==> src/rtl/vdot_feeder.sv <==
// vdot_feeder: operand sequencer for the serial half-precision dot unit.
// Latches two 16 x 16-bit vectors on request, streams one element pair per
// cycle while holding the dot unit's start, then waits for its done and
// returns the captured result with a one-cycle valid pulse.
// Optional feature macro: VDOT_FEEDER_TIMEOUT_EN (bounded WAIT with Err).
module vdot_feeder #(
    parameter int TIMEOUT_CYC = 8
) (
    input  logic         Clk,
    input  logic         Rst_n,
    input  logic         Req,
    input  logic [255:0] VA,
    input  logic [255:0] VB,
    output logic         Ack,
    output logic         Busy,
    output logic [15:0]  ElemA,
    output logic [15:0]  ElemB,
    output logic         DotStart,
    input  logic [15:0]  DotOut,
    input  logic         DotV,
    input  logic         DotDone,
    output logic [15:0]  Result,
    output logic         Overflow,
    output logic         Err,
    output logic         ResultValid
);

    typedef enum logic [1:0] {
        ST_IDLE = 2'd0,
        ST_FEED = 2'd1,
        ST_WAIT = 2'd2
    } state_t;

    // A zero timeout would complete WAIT before the dot unit could answer.
    generate
        if (TIMEOUT_CYC < 1) begin : g_bad_timeout
            $error("vdot_feeder: TIMEOUT_CYC must be at least 1");
        end
    endgenerate

    // Pick element idx out of a packed 16-element vector.
    function automatic logic [15:0] f_elem(input logic [255:0] vec, input logic [3:0] idx);
        return vec[{idx, 4'd0} +: 16];
    endfunction

    state_t        r_state;
    logic [3:0]    r_idx;
    logic [255:0]  r_va;
    logic [255:0]  r_vb;
    logic          r_ack;
    logic          r_busy;
    logic          r_start;
    logic [15:0]   r_elem_a;
    logic [15:0]   r_elem_b;
    logic [15:0]   r_result;
    logic          r_ovf;
    logic          r_err;
    logic          r_rv;

    state_t        w_state;
    logic [3:0]    w_idx;
    logic [255:0]  w_va;
    logic [255:0]  w_vb;
    logic          w_ack;
    logic          w_busy;
    logic          w_start;
    logic [15:0]   w_elem_a;
    logic [15:0]   w_elem_b;
    logic [15:0]   w_result;
    logic          w_ovf;
    logic          w_err;
    logic          w_rv;

`ifdef VDOT_FEEDER_TIMEOUT_EN
    localparam int WCNT_W = $clog2(TIMEOUT_CYC + 1);
    logic [WCNT_W-1:0] r_wcnt;
    logic [WCNT_W-1:0] w_wcnt;
`endif

    // Next-state and next-output logic; every output is a register loaded here.
    always_comb begin
        w_state  = r_state;
        w_idx    = r_idx;
        w_va     = r_va;
        w_vb     = r_vb;
        w_ack    = 1'b0;
        w_busy   = r_busy;
        w_start  = r_start;
        w_elem_a = 16'h0000;
        w_elem_b = 16'h0000;
        w_result = r_result;
        w_ovf    = r_ovf;
        w_err    = r_err;
        w_rv     = 1'b0;
`ifdef VDOT_FEEDER_TIMEOUT_EN
        w_wcnt   = r_wcnt;
`endif
        case (r_state)
            ST_IDLE: begin
                w_busy  = 1'b0;
                w_start = 1'b0;
                w_idx   = 4'd0;
                if (Req) begin
                    // Element 0 goes out in the Ack cycle itself.
                    w_state  = ST_FEED;
                    w_va     = VA;
                    w_vb     = VB;
                    w_ack    = 1'b1;
                    w_busy   = 1'b1;
                    w_start  = 1'b1;
                    w_ovf    = 1'b0;
                    w_err    = 1'b0;
                    w_elem_a = f_elem(VA, 4'd0);
                    w_elem_b = f_elem(VB, 4'd0);
                end else begin
                    w_state = ST_IDLE;
                end
            end
            ST_FEED: begin
                // DotDone is deliberately ignored here.
                w_ovf   = r_ovf | DotV;
                w_busy  = 1'b1;
                w_start = 1'b1;
                if (r_idx == 4'd15) begin
                    // Zero elements keep the still-running dot unit adding 0.
                    w_state = ST_WAIT;
`ifdef VDOT_FEEDER_TIMEOUT_EN
                    w_wcnt  = '0;
`endif
                end else begin
                    w_idx    = r_idx + 4'd1;
                    w_elem_a = f_elem(r_va, w_idx);
                    w_elem_b = f_elem(r_vb, w_idx);
                end
            end
            ST_WAIT: begin
                w_ovf   = r_ovf | DotV;
                w_busy  = 1'b1;
                w_start = 1'b1;
                if (DotDone) begin
                    w_state  = ST_IDLE;
                    w_result = DotOut;
                    w_rv     = 1'b1;
                    w_busy   = 1'b0;
                    w_start  = 1'b0;
                    w_idx    = 4'd0;
                end else begin
`ifdef VDOT_FEEDER_TIMEOUT_EN
                    if (r_wcnt == WCNT_W'(TIMEOUT_CYC - 1)) begin
                        // Forced completion; overflow keeps its sticky value.
                        w_state  = ST_IDLE;
                        w_result = 16'h0000;
                        w_err    = 1'b1;
                        w_rv     = 1'b1;
                        w_busy   = 1'b0;
                        w_start  = 1'b0;
                        w_idx    = 4'd0;
                    end else begin
                        w_wcnt = r_wcnt + WCNT_W'(1);
                    end
`else
                    w_state = ST_WAIT;
`endif
                end
            end
            default: begin
                w_state = ST_IDLE;
                w_busy  = 1'b0;
                w_start = 1'b0;
                w_idx   = 4'd0;
            end
        endcase
    end

    // State and output registers with synchronous active-low reset.
    always_ff @(posedge Clk) begin
        if (!Rst_n) begin
            r_state  <= ST_IDLE;
            r_idx    <= 4'd0;
            r_va     <= 256'd0;
            r_vb     <= 256'd0;
            r_ack    <= 1'b0;
            r_busy   <= 1'b0;
            r_start  <= 1'b0;
            r_elem_a <= 16'h0000;
            r_elem_b <= 16'h0000;
            r_result <= 16'h0000;
            r_ovf    <= 1'b0;
            r_err    <= 1'b0;
            r_rv     <= 1'b0;
`ifdef VDOT_FEEDER_TIMEOUT_EN
            r_wcnt   <= '0;
`endif
        end else begin
            r_state  <= w_state;
            r_idx    <= w_idx;
            r_va     <= w_va;
            r_vb     <= w_vb;
            r_ack    <= w_ack;
            r_busy   <= w_busy;
            r_start  <= w_start;
            r_elem_a <= w_elem_a;
            r_elem_b <= w_elem_b;
            r_result <= w_result;
            r_ovf    <= w_ovf;
            r_err    <= w_err;
            r_rv     <= w_rv;
`ifdef VDOT_FEEDER_TIMEOUT_EN
            r_wcnt   <= w_wcnt;
`endif
        end
    end

    assign Ack         = r_ack;
    assign Busy        = r_busy;
    assign DotStart    = r_start;
    assign ElemA       = r_elem_a;
    assign ElemB       = r_elem_b;
    assign Result      = r_result;
    assign Overflow    = r_ovf;
    assign ResultValid = r_rv;
`ifdef VDOT_FEEDER_TIMEOUT_EN
    assign Err         = r_err;
`else
    assign Err         = 1'b0;
`endif

endmodule

==> config.mk <==
export PLATFORM = sky130hd
export DESIGN_NAME = vdot_feeder
export DESIGN_NICKNAME = d
export VERILOG_FILES = /design/src/rtl/vdot_feeder.sv
export SDC_FILE = /design/constraint.sdc
export NUM_CORES = 1
export LEC_CHECK = 0
export CAP_MARGIN = 20
export CORE_UTILIZATION = 45
export CTS_BUF_LIST = sky130_fd_sc_hd__clkbuf_16
export DETAILED_ROUTE_END_ITERATION = 10
export PLACE_DENSITY_LB_ADDON = 0.12
export SYNTH_ARGS = -nofsm -noshare
export SYNTH_HDL_FRONTEND = slang
export SYNTH_SLANG_ARGS = --single-unit
==> constraint.sdc <==
create_clock -name Clk -period 3.1 [get_ports Clk]
set_input_delay 0.465 -clock Clk [delete_from_list [all_inputs] [get_ports Clk]]
set_output_delay 0.465 -clock Clk [all_outputs]
set_load 0.1 [all_outputs]
### Word-level counts from Yosys, hierarchy flattened

Index checks and enable logic that the tools add are counted.

* register bits: 570
* input port bits: 533
* output and inout port bits: 54
* word-level logic and storage cells: 50

* add/subtract/negate cells: 1
* eq/ne operators: 7
* shifts and indexed selects: 2
* multiplexer cells: 19
* bitwise logic cells: 1
* reduce and logical (&&, ||, !) cells: 9

Operators with widths (number)
* 256-bit by 9-bit indexed part select with 16-bit output: 2
* 16-bit two-way mux: 4
* 16-bit one-hot mux with 2 select lines: 2
* 2-bit AND reduction: 6
* 4-bit two-way mux: 2
* 2-bit inequality test (second input constant): 4
* 4-bit one-hot mux with 2 select lines: 1
* 2-bit one-hot mux with 3 select lines: 1
* 1-bit two-way mux: 5
* 4-bit by 1-bit adder with 4-bit output (second input constant): 1
* 4-bit equality test (second input constant): 1
* 2-bit two-way mux: 2
* 1-bit one-hot mux with 3 select lines: 1
* 2-bit by 1-bit equality test with 1-bit output (second input constant): 1
* 2-bit equality test (second input constant): 1
* 2-bit logical NOT: 1
* 1-bit one-hot mux with 2 select lines: 1
* 2-bit nonzero test: 1
* 2-bit OR reduction: 1
* 1-bit OR: 1

### Logic depth before layout (Yosys ltp)

Gate-level depths: netlist (run 1).

* word-level depth: 4
* mapped depth: 9
* gate-level depth less buffers: 7

### Worst setup path before layout (run 1)

No wires, ideal clock.

* path type: register to register
* start: reg r_idx[0]
* end: reg r_elem_a[14], in the netlist ElemA[14]
* setup time: 0.122 ns
* arrival: 1.931 ns
* data required time: 2.978 ns
* slack: 1.047 ns
* cell stages (with the launch flop): 8
* buffers on the path: 2
* period minus slack after synthesis: 2.053 ns
* path through: dfxtp_1 -> ha_1 -> buf_4 -> buf_2 -> mux4_2 -> nand2_1 -> a21oi_1 -> a311o_1

* longest elaborated chain between the ends: 4
* elaborated cells on any way between the ends: 5
* those cells by class: add/sub (1); eq/ne (1); shift (1); mux (2)

RTL lines
* from (decl): line 47 `logic [3:0] r_idx;`
* from (signal assigned): line 196 `r_idx <= w_idx;`
* 4-bit by 1-bit adder with 4-bit output: line 131 `w_idx = r_idx + 4'd1;`
* 256-bit by 9-bit indexed part select with 16-bit output: line 43 `return vec[{idx, 4'd0} +: 16];`
* 16-bit two-way mux *: line 124 `if (r_idx == 4'd15) begin`
* 16-bit one-hot mux with 2 select lines *: line 98 `case (r_state)`
* to (signal assigned): line 202 `r_elem_a <= w_elem_a;`
* to (decl): line 53 `logic [15:0] r_elem_a;`

Every way passes the cells marked *; elsewhere a longest branch is shown, timed or not.
A chain may end at the register's enable or synchronous reset.

### Worst setup path in the final report (run 1)

* start: reg r_idx[0]
* end: reg r_elem_a[2], in the netlist ElemA[2]

Same word-level chain as after synthesis.

==> results.env, run 1 <==
LAYOUT.CELLS.NON_FILLER=3987
FINCLKSKEW_PS=22.5
NUMBER_OF_OPTIMIZATION_ITERATIONS_IN_THE_FIRST_DETAILED_ROUTE_PASS=6
ROW_COUNT=83
CTS.SINKS=570
MAXCAPVIOLCOUNT=0
CTS-HOLD-FIX-BUFFERS=0
SLEW_VIOL_FINAL=0
SYNTHCELLS=2791
WORST_PATH_MAXIMUM_FANOUT=98
FINAL_HOLD_VIOL_COUNT=0
SYN_AREA_MM2=0.0233
P_LEAK_nW=11.5
POSTSYNTHREGISTERBITS=570
SLOWEST_STAGE='buf_4'
REPORT.FINAL.SETUP_VIOL=0
POSTSYNTH.TOPFLOPCELL='dfxtp_1'
WORST-PATH-BUF-INV=2
DETAILEDROUTE.FIRSTITERATIONVIOLATIONS=1847
GRT_MAX_DEGREE=231
POST_CTS_BUFFERS=0
START_UTIL=0.455
POWER.DENSITY_mW_PER_MM2=579
PATH_CELLS='buf_12 -> buf_4 -> mux4_2 -> nand2_1 -> a21oi_1 -> a311o_1'
PLACEMENT.CELL_AREA_MM2=0.0296
CLOCK_INSERTION_DELAY_WORST_SKEW_PS=620
CTS_MAX_PATH_BUFFERS=3
HOLD-WORST-SLACK_PS=389
WORST_R2R_PATH_DEPTH=6
MAX_CLOCK_FREQ_MHz=379
POSTSYNTHNETCOUNT=3329
GRT_SETUP_UNREPAIRED='false'
FLOW.AREA_GROWTH_FROM_SYNTHESIS_PCT=34.7
TOTALWIRELENGTH_MM=81.2
DIEAREA_MM2=0.0528
DP_CELLS=3870
FIN_TNS_SETUP_PS=0
VIAS=21482
POSTSYNTHAREAPERCELL_UM2=8.36
TRACK_USAGE=0.301
FINAL_NETS=3788
CRITICAL_PATH_ARRIVAL_PS=3120
HOLDCRITPATHCLASS='input port to flop'
REMAINING_DRC_ERRORS=0
MAX_STAGE_DELAY_PS=550
SYNTH_ASYNC_SR_FLOP_SHARE=0
CRITICAL_PATH_CELL_COUNT=6
CHIPWIDTH_UM=230
FILLER_CELL_COUNT=4533
GRT_ANTENNA_BEFORE_REPAIR=14
SYNTH_ENABLE_FLOP_CELLS=0
END_KIND='flop'
GRT_PASS1_WL_MM=122
HOLD-PATH-CELL-COUNT=3
SEQ_AREA_FRAC_SYNTH=0.489
AREA_USED_BY_MULTI_INPUT_COMBINATIONAL_LOGIC_MM2=0.0110
POST-LAYOUT-TOTAL-POWER_W=0.0182
REGISTER_AREA_MM2=0.0114
MAX-SLEW-MARGIN-REL=0.102
TRITONCTS='built'
WORST-ENDPOINT-REQUIRED_PS=3590
CTSROOTBUFFERMASTER='clkbuf_16'
DRIVE_GT1_FRAC=0.0967
POST-ROUTE-MIN-PERIOD_PS=2640
RESULT_OF_THE_RUN='complete, no violations'
CTS_BUFFERS=58
CTS_MAX_LEVEL=2
PLACE.DETAILED.HPWL_MM=59.5
CRITPATHKIND='flop to flop'
SYNTHESIS.YOSYS.WARNINGS=0
CRIT_FAMILY='buffers and inverters'
SYNTH_CELL_TYPE_COUNT=29
VERTICAL_EXTENT_OF_THE_DIE_UM=230
GLOBALPLACE.CONGESTION=0.905
MOSTFREQUENTLAYOUTCELLS='nand2_1 (1185), a21oi_1 (596), dfxtp_1 (569)'
NUMBER_OF_PORT_BUFFERS=585
FINAL_CELL_AREA_MM2=0.0314
PLACEABLECOREAREA_MM2=0.0513
KIND_OF_LAUNCH_POINT_OF_THE_WORST_SETUP_PATH='flop'
POST_DRT_WL_PER_CELL_UM=20.4
MAXIMUM_VDD_DROP_mV=0.423
CTS.REPORTEDPATHS.CLKPINSLEW_PS=60
VIAS_CELL=5.39
GLOBALROUTE.TOTALOVERFLOW=0
MOST_COMMON_CELL_AFTER_LAYOUT_FILL_AND_TAPS_ASIDE='nand2_1'
REMAINING_ANTENNA_VIOLATION_COUNT=0
CTS.REPAIR.RESIZED=0
TOP_LEVEL_PORTS=587
GRT_PASS1_VIAS=21106
MIN_PERIOD_OVER_PERIOD=0.850
TIGHTEST_SLEW_PS=1350
[power breakdown]
group | total [W] | internal, W | leakage (nW) | switching (W)
Sequential | 0.00820 | 0.00789 | 4.68 | 0.000310
Clock | 0.00671 | 0.00377 | 0.941 | 0.00294
Combinational | 0.00331 | 0.00147 | 5.86 | 0.00184
[path summary, 6_finish.rpt]
| path | endpoint | slack (ps) | startpoint |
|---|---|---|---|
| worst min-delay path | r_vb[146] | 390 | VB[146] |
| worst max register to register | ElemA[2] | 460 | r_idx[0] |
| worst min register to register | r_vb[251] | 450 | r_vb[251] |
| worst max-delay path | ElemA[2] | 460 | r_idx[0] |
[flip-flops by register name (all words and copies together) (netlist names)]
name and cells:
r_va 256, r_vb 256, ElemA 16, ElemB 16, Result 16, r_idx 4
r_state 2, Ack 1, DotStart 1, Overflow 1, ResultValid 1
[layout make-up]
cell class	instances	area share
Antenna cell	9	0.000716
Clock buffer	59	0.0470
Clock inverter	49	0.0104
Inverter	4	0.000716
Multi-Input combinational cell	1983	0.349
Sequential cell	570	0.363
Tap cell	680	0.0271
Timing Repair Buffer	633	0.202
[kinds of logic after synthesis]
group / count (synthesis) / synth area share
adders and majority gates: 5 / 0.00268
DFF: 570 / 0.489
muxes: 130 / 0.124
AOI/OAI and AO/OA: 636 / 0.144
other: 1 / 0.000161
xor gates and xnor gates: 3 / 0.00145
buffers and inverters: 238 / 0.0432
and+or+nand+nor: 1208 / 0.195
[per-stage QoR]
step,setup slack [ps],utilization
after floorplan,1050,-
after global placement,505,0.577
after detailed placement,489,0.577
after CTS,467,0.612
after global routing,359,0.613
final,464,0.613
[cell usage after synthesis (5+ instances only)]
cell type	number	area share
ha_1	5	0.0027
nand2_1	1186	0.19
buf_2	34	0.0073
nor2_1	10	0.0016
buf_1	7	0.0011
clkbuf_1	179	0.029
a311o_1	32	0.014
dfxtp_1	570	0.49
buf_4	9	0.0029
a21oi_1	596	0.13
mux4_2	128	0.12
buf_6	5	0.0024
[layer usage]
metal	wire length [µm]	GRT usage	vias up
li1	-	-	10281
met1	31900	0.370	10259
met2	40400	0.516	786
met3	5680	0.0539	146
met4	3160	0.126	10
met5	59	0	-
[worst reg2reg max path, stage by stage (launching register included)]
cell and delay (ps):
dfxtp_4 370, buf_12 490, buf_4 680, mux4_2 450, nand2_1 120, a21oi_1 70, a311o_1 320
Note: power is estimated with default switching activity, not from simulation.
==> run 2, diff against run 1 <==
--- a/config.mk
+++ b/config.mk
@@ -8,8 +8,10 @@
 export CAP_MARGIN = 20
 export CORE_UTILIZATION = 45
 export CTS_BUF_LIST = sky130_fd_sc_hd__clkbuf_16
+export CTS_CLUSTER_DIAMETER = 60
 export DETAILED_ROUTE_END_ITERATION = 10
 export PLACE_DENSITY_LB_ADDON = 0.12
+export SKIP_LAST_GASP = 1
 export SYNTH_ARGS = -nofsm -noshare
 export SYNTH_HDL_FRONTEND = slang
 export SYNTH_SLANG_ARGS = --single-unit
==> run 2 against run 1 <==
Clock skew is 1.4 ps lower. Sequential share of layout area fell by 0.053 points. Total power increased by 1.0%. Die area unchanged. Non-clock buffer count unchanged. Worst setup slack worse by 14 ps. Global-route usage about the same. Final area is 0.15% higher. Critical path type unchanged. Critical endpoint is now ElemB[6]. Sequential power about the same. Via count shrank 0.14%. Sequential cell count did not move. Combinational power about the same.
==> results.env, run 2 (synthesis gave the netlist of run 1 again) <==
RESULT_OF_THE_RUN='complete, no violations'  # unchanged
P_LEAK_nW=11.5  # about the same
POST_DRT_WL_PER_CELL_UM=20.4  # about the same
VERTICAL_EXTENT_OF_THE_DIE_UM=230  # unchanged
END_KIND='flop'  # unchanged
TRITONCTS='built'  # unchanged
CTS.REPORTEDPATHS.CLKPINSLEW_PS=60  # about the same
CTS.REPAIR.RESIZED=0  # unchanged
CHIPWIDTH_UM=230  # unchanged
FLOW.AREA_GROWTH_FROM_SYNTHESIS_PCT=34.9  # was 34.7%
DIEAREA_MM2=0.0528  # unchanged
CTS.SINKS=570  # unchanged
FILLER_CELL_COUNT=4544  # was 4533
AREA_USED_BY_MULTI_INPUT_COMBINATIONAL_LOGIC_MM2=0.0110  # unchanged
POWER.DENSITY_mW_PER_MM2=585  # was 579 mW/mm²
NETSWITCHINGPOWER_W=0.00512  # was 0.00510 W
UTILIZATION=0.614  # was 0.613
WORST-ENDPOINT-REQUIRED_PS=3670  # was 3590 ps
REMAINING_DRC_ERRORS=0  # unchanged
MIN_PERIOD_OVER_PERIOD=0.855  # was 0.850
MOSTFREQUENTLAYOUTCELLS='nand2_1 (1185), a21oi_1 (596), dfxtp_1 (569)'  # unchanged
VIAS_CELL=5.38  # was 5.39
GRT_PASS1_WL_MM=122  # about the same
DP_CELLS=3870  # unchanged
CRITPATHKIND='flop to flop'  # unchanged
PLACEABLECOREAREA_MM2=0.0513  # unchanged
LARGEST_REGISTERS='r_va (256), r_vb (256)'  # unchanged
SW_FRAC_OF_TOTAL=0.278  # was 0.280
REMAINING_ANTENNA_VIOLATION_COUNT=0  # unchanged
GRT_SETUP_UNREPAIRED='false'  # unchanged
DRIVE_GT1_FRAC=0.0958  # was 0.0967
SHARE_SEQ_OF_TOTAL_POWER=0.445  # was 0.450
TRACK_USAGE=0.301  # about the same
FIN_TNS_SETUP_PS=0  # unchanged
GLOBALROUTE.TOTALOVERFLOW=0  # unchanged
FINCLKSKEW_PS=21.2  # was 22.5 ps
CTS_MAX_PATH_BUFFERS=3  # unchanged
CRIT-REG2REG-LAUNCH='r_idx[0]'  # unchanged
POST_CTS_BUFFERS=0  # unchanged
HOLD-WORST-SLACK_PS=376  # was 389 ps
INTERNAL_POWER_W=0.0133  # was 0.0131 W
CLOCK_INSERTION_DELAY_WORST_SKEW_PS=640  # was 620 ps
PLACE.DETAILED.HPWL_MM=59.5  # unchanged
DETAILEDROUTE.FIRSTITERATIONVIOLATIONS=1929  # was 1847
GRT_PASS1_VIAS=21153  # was 21106
SETUP.WORST_PATH.END='ElemB[6]'  # was ElemA[2]
PATH_CELLS='buf_12 -> nand3_1 -> xor2_4 -> buf_4 -> nand2_1 -> a21oi_1 -> a311o_1'  # was buf_12 -> buf_4 -> mux4_2 -> nand2_1 -> a21oi_1 -> a311o_1
FINAL_NETS=3789  # was 3788
GLOBALPLACE.CONGESTION=0.905  # unchanged
START_UTIL=0.455  # unchanged
SLOWEST_STAGE='buf_12'  # was buf_4
CRITICAL_PATH_ARRIVAL_PS=3220  # was 3120 ps
CTS_MAX_LEVEL=2  # unchanged
POST-ROUTE-MIN-PERIOD_PS=2650  # was 2640 ps
CTS_BUFFERS=59  # was 58
MAX_STAGE_DELAY_PS=510  # was 550 ps
MOST_COMMON_CELL_AFTER_LAYOUT_FILL_AND_TAPS_ASIDE='nand2_1'  # unchanged
MAX_CLOCK_FREQ_MHz=377  # was 379 MHz
LAYOUT.CELLS.NON_FILLER=3987  # unchanged
PWR-SHARE-CLK=0.375  # was 0.368
MAXCAPVIOLCOUNT=0  # unchanged
ROW_COUNT=83  # unchanged
VIAS=21452  # was 21482
MAX-SLEW-MARGIN-REL=0.112  # was 0.102
TOTALWIRELENGTH_MM=81.3  # was 81.2 mm
REPORT.FINAL.SETUP_VIOL=0  # unchanged
MAXIMUM_VDD_DROP_mV=0.498  # was 0.423 mV
WORST_R2R_PATH_DEPTH=7  # was 6
SHARE_COMB_OF_TOTAL_POWER=0.180  # was 0.182
CRITICAL_PATH.REG2REG.ENDPOINT='ElemB[6]'  # was ElemA[2]
WORST_PATH_MAXIMUM_FANOUT=98  # unchanged
CTS-HOLD-FIX-BUFFERS=0  # unchanged
WORST-R2R-SETUP-SLACK_PS=450  # was 460 ps
REGISTER_AREA_MM2=0.0114  # unchanged
GRT_ANTENNA_BEFORE_REPAIR=14  # unchanged
GRT_MAX_DEGREE=231  # unchanged
FINAL_HOLD_VIOL_COUNT=0  # unchanged
HOLDCRITPATHCLASS='input port to flop'  # unchanged
WORSTSETUPSTARTPOINT='r_idx[0]'  # unchanged
CTSROOTBUFFERMASTER='clkbuf_16'  # unchanged
TIGHTEST_SLEW_PS=1330  # was 1350 ps
NUMBER_OF_PORT_BUFFERS=585  # unchanged
KIND_OF_LAUNCH_POINT_OF_THE_WORST_SETUP_PATH='flop'  # unchanged
TOP_LEVEL_PORTS=587  # unchanged
SLEW_VIOL_FINAL=0  # unchanged
NUMBER_OF_OPTIMIZATION_ITERATIONS_IN_THE_FIRST_DETAILED_ROUTE_PASS=7  # was 6
[run 2: cell count changes in the layout (fill, tap and decap cells not counted), sizes merged]
cell,before,now
inv,19,22
clkinv,29,24
bufinv,4,6
[run 2: power by group through the flow]
stage               clock, W  combinational [W]  sequential, W
floorplan                  0            0.00167        0.00850
global placement           0            0.00328        0.00832
detailed placement         0            0.00332        0.00835
CTS                  0.00699            0.00333        0.00819
global route         0.00732            0.00357        0.00825
finish               0.00690            0.00331        0.00820
[run 2: worst min-delay path by stage]
stage / start / to / slack, ps / cells after the start
after global placement: r_vb[107] / r_vb[107] / 440 / 2
after detailed placement: r_vb[175] / r_vb[175] / 440 / 2
after floorplan: r_va[0] / r_va[0] / 430 / 2
after global routing: VB[219] / r_vb[219] / 380 / 3
final: VB[208] / r_vb[208] / 380 / 3
after CTS: VA[181] / r_va[181] / 350 / 3
[run 2: worst max-delay path, delay by kind of cell, from the launching register on]
family	cells	cell delay (ps)
xor+xnor	1	390
compound gates	2	530
simple gates	2	470
flops	1	370
buf+inv	2	810
[run 2: metal layers]
metal | vias to the layer above | routed length (µm) | track usage
met5 | - | 82 | 0
met4 | 12 | 2800 | 0.113
met3 | 149 | 5560 | 0.0559
met2 | 745 | 40800 | 0.523
met1 | 10264 | 32100 | 0.370
li1 | 10282 | - | -
[run 2: cell type report]
type | count | area share
diodes | 9 | 0.000715
clock buffers | 59 | 0.0469
clock inverters | 49 | 0.0119
inverters | 4 | 0.000715
multi-input cells | 1983 | 0.349
flip-flops and latches | 570 | 0.363
well taps | 680 | 0.0270
repair buffers | 633 | 0.202
[run 2: metrics by stage]
| stage | total power, W | instance area [µm²] | setup WS (ps) |
|---|---|---|---|
| 6_report | 0.0184 | 31500 | 450 |
| 5_1_grt | 0.0191 | 31500 | 346 |
| 4_1_cts | 0.0185 | 31500 | 466 |
| 3_5_place_dp | 0.0117 | 29600 | 489 |
| 3_3_place_gp | 0.0116 | 29600 | 505 |
| 2_1_floorplan | 0.0102 | 23300 | 1050 |
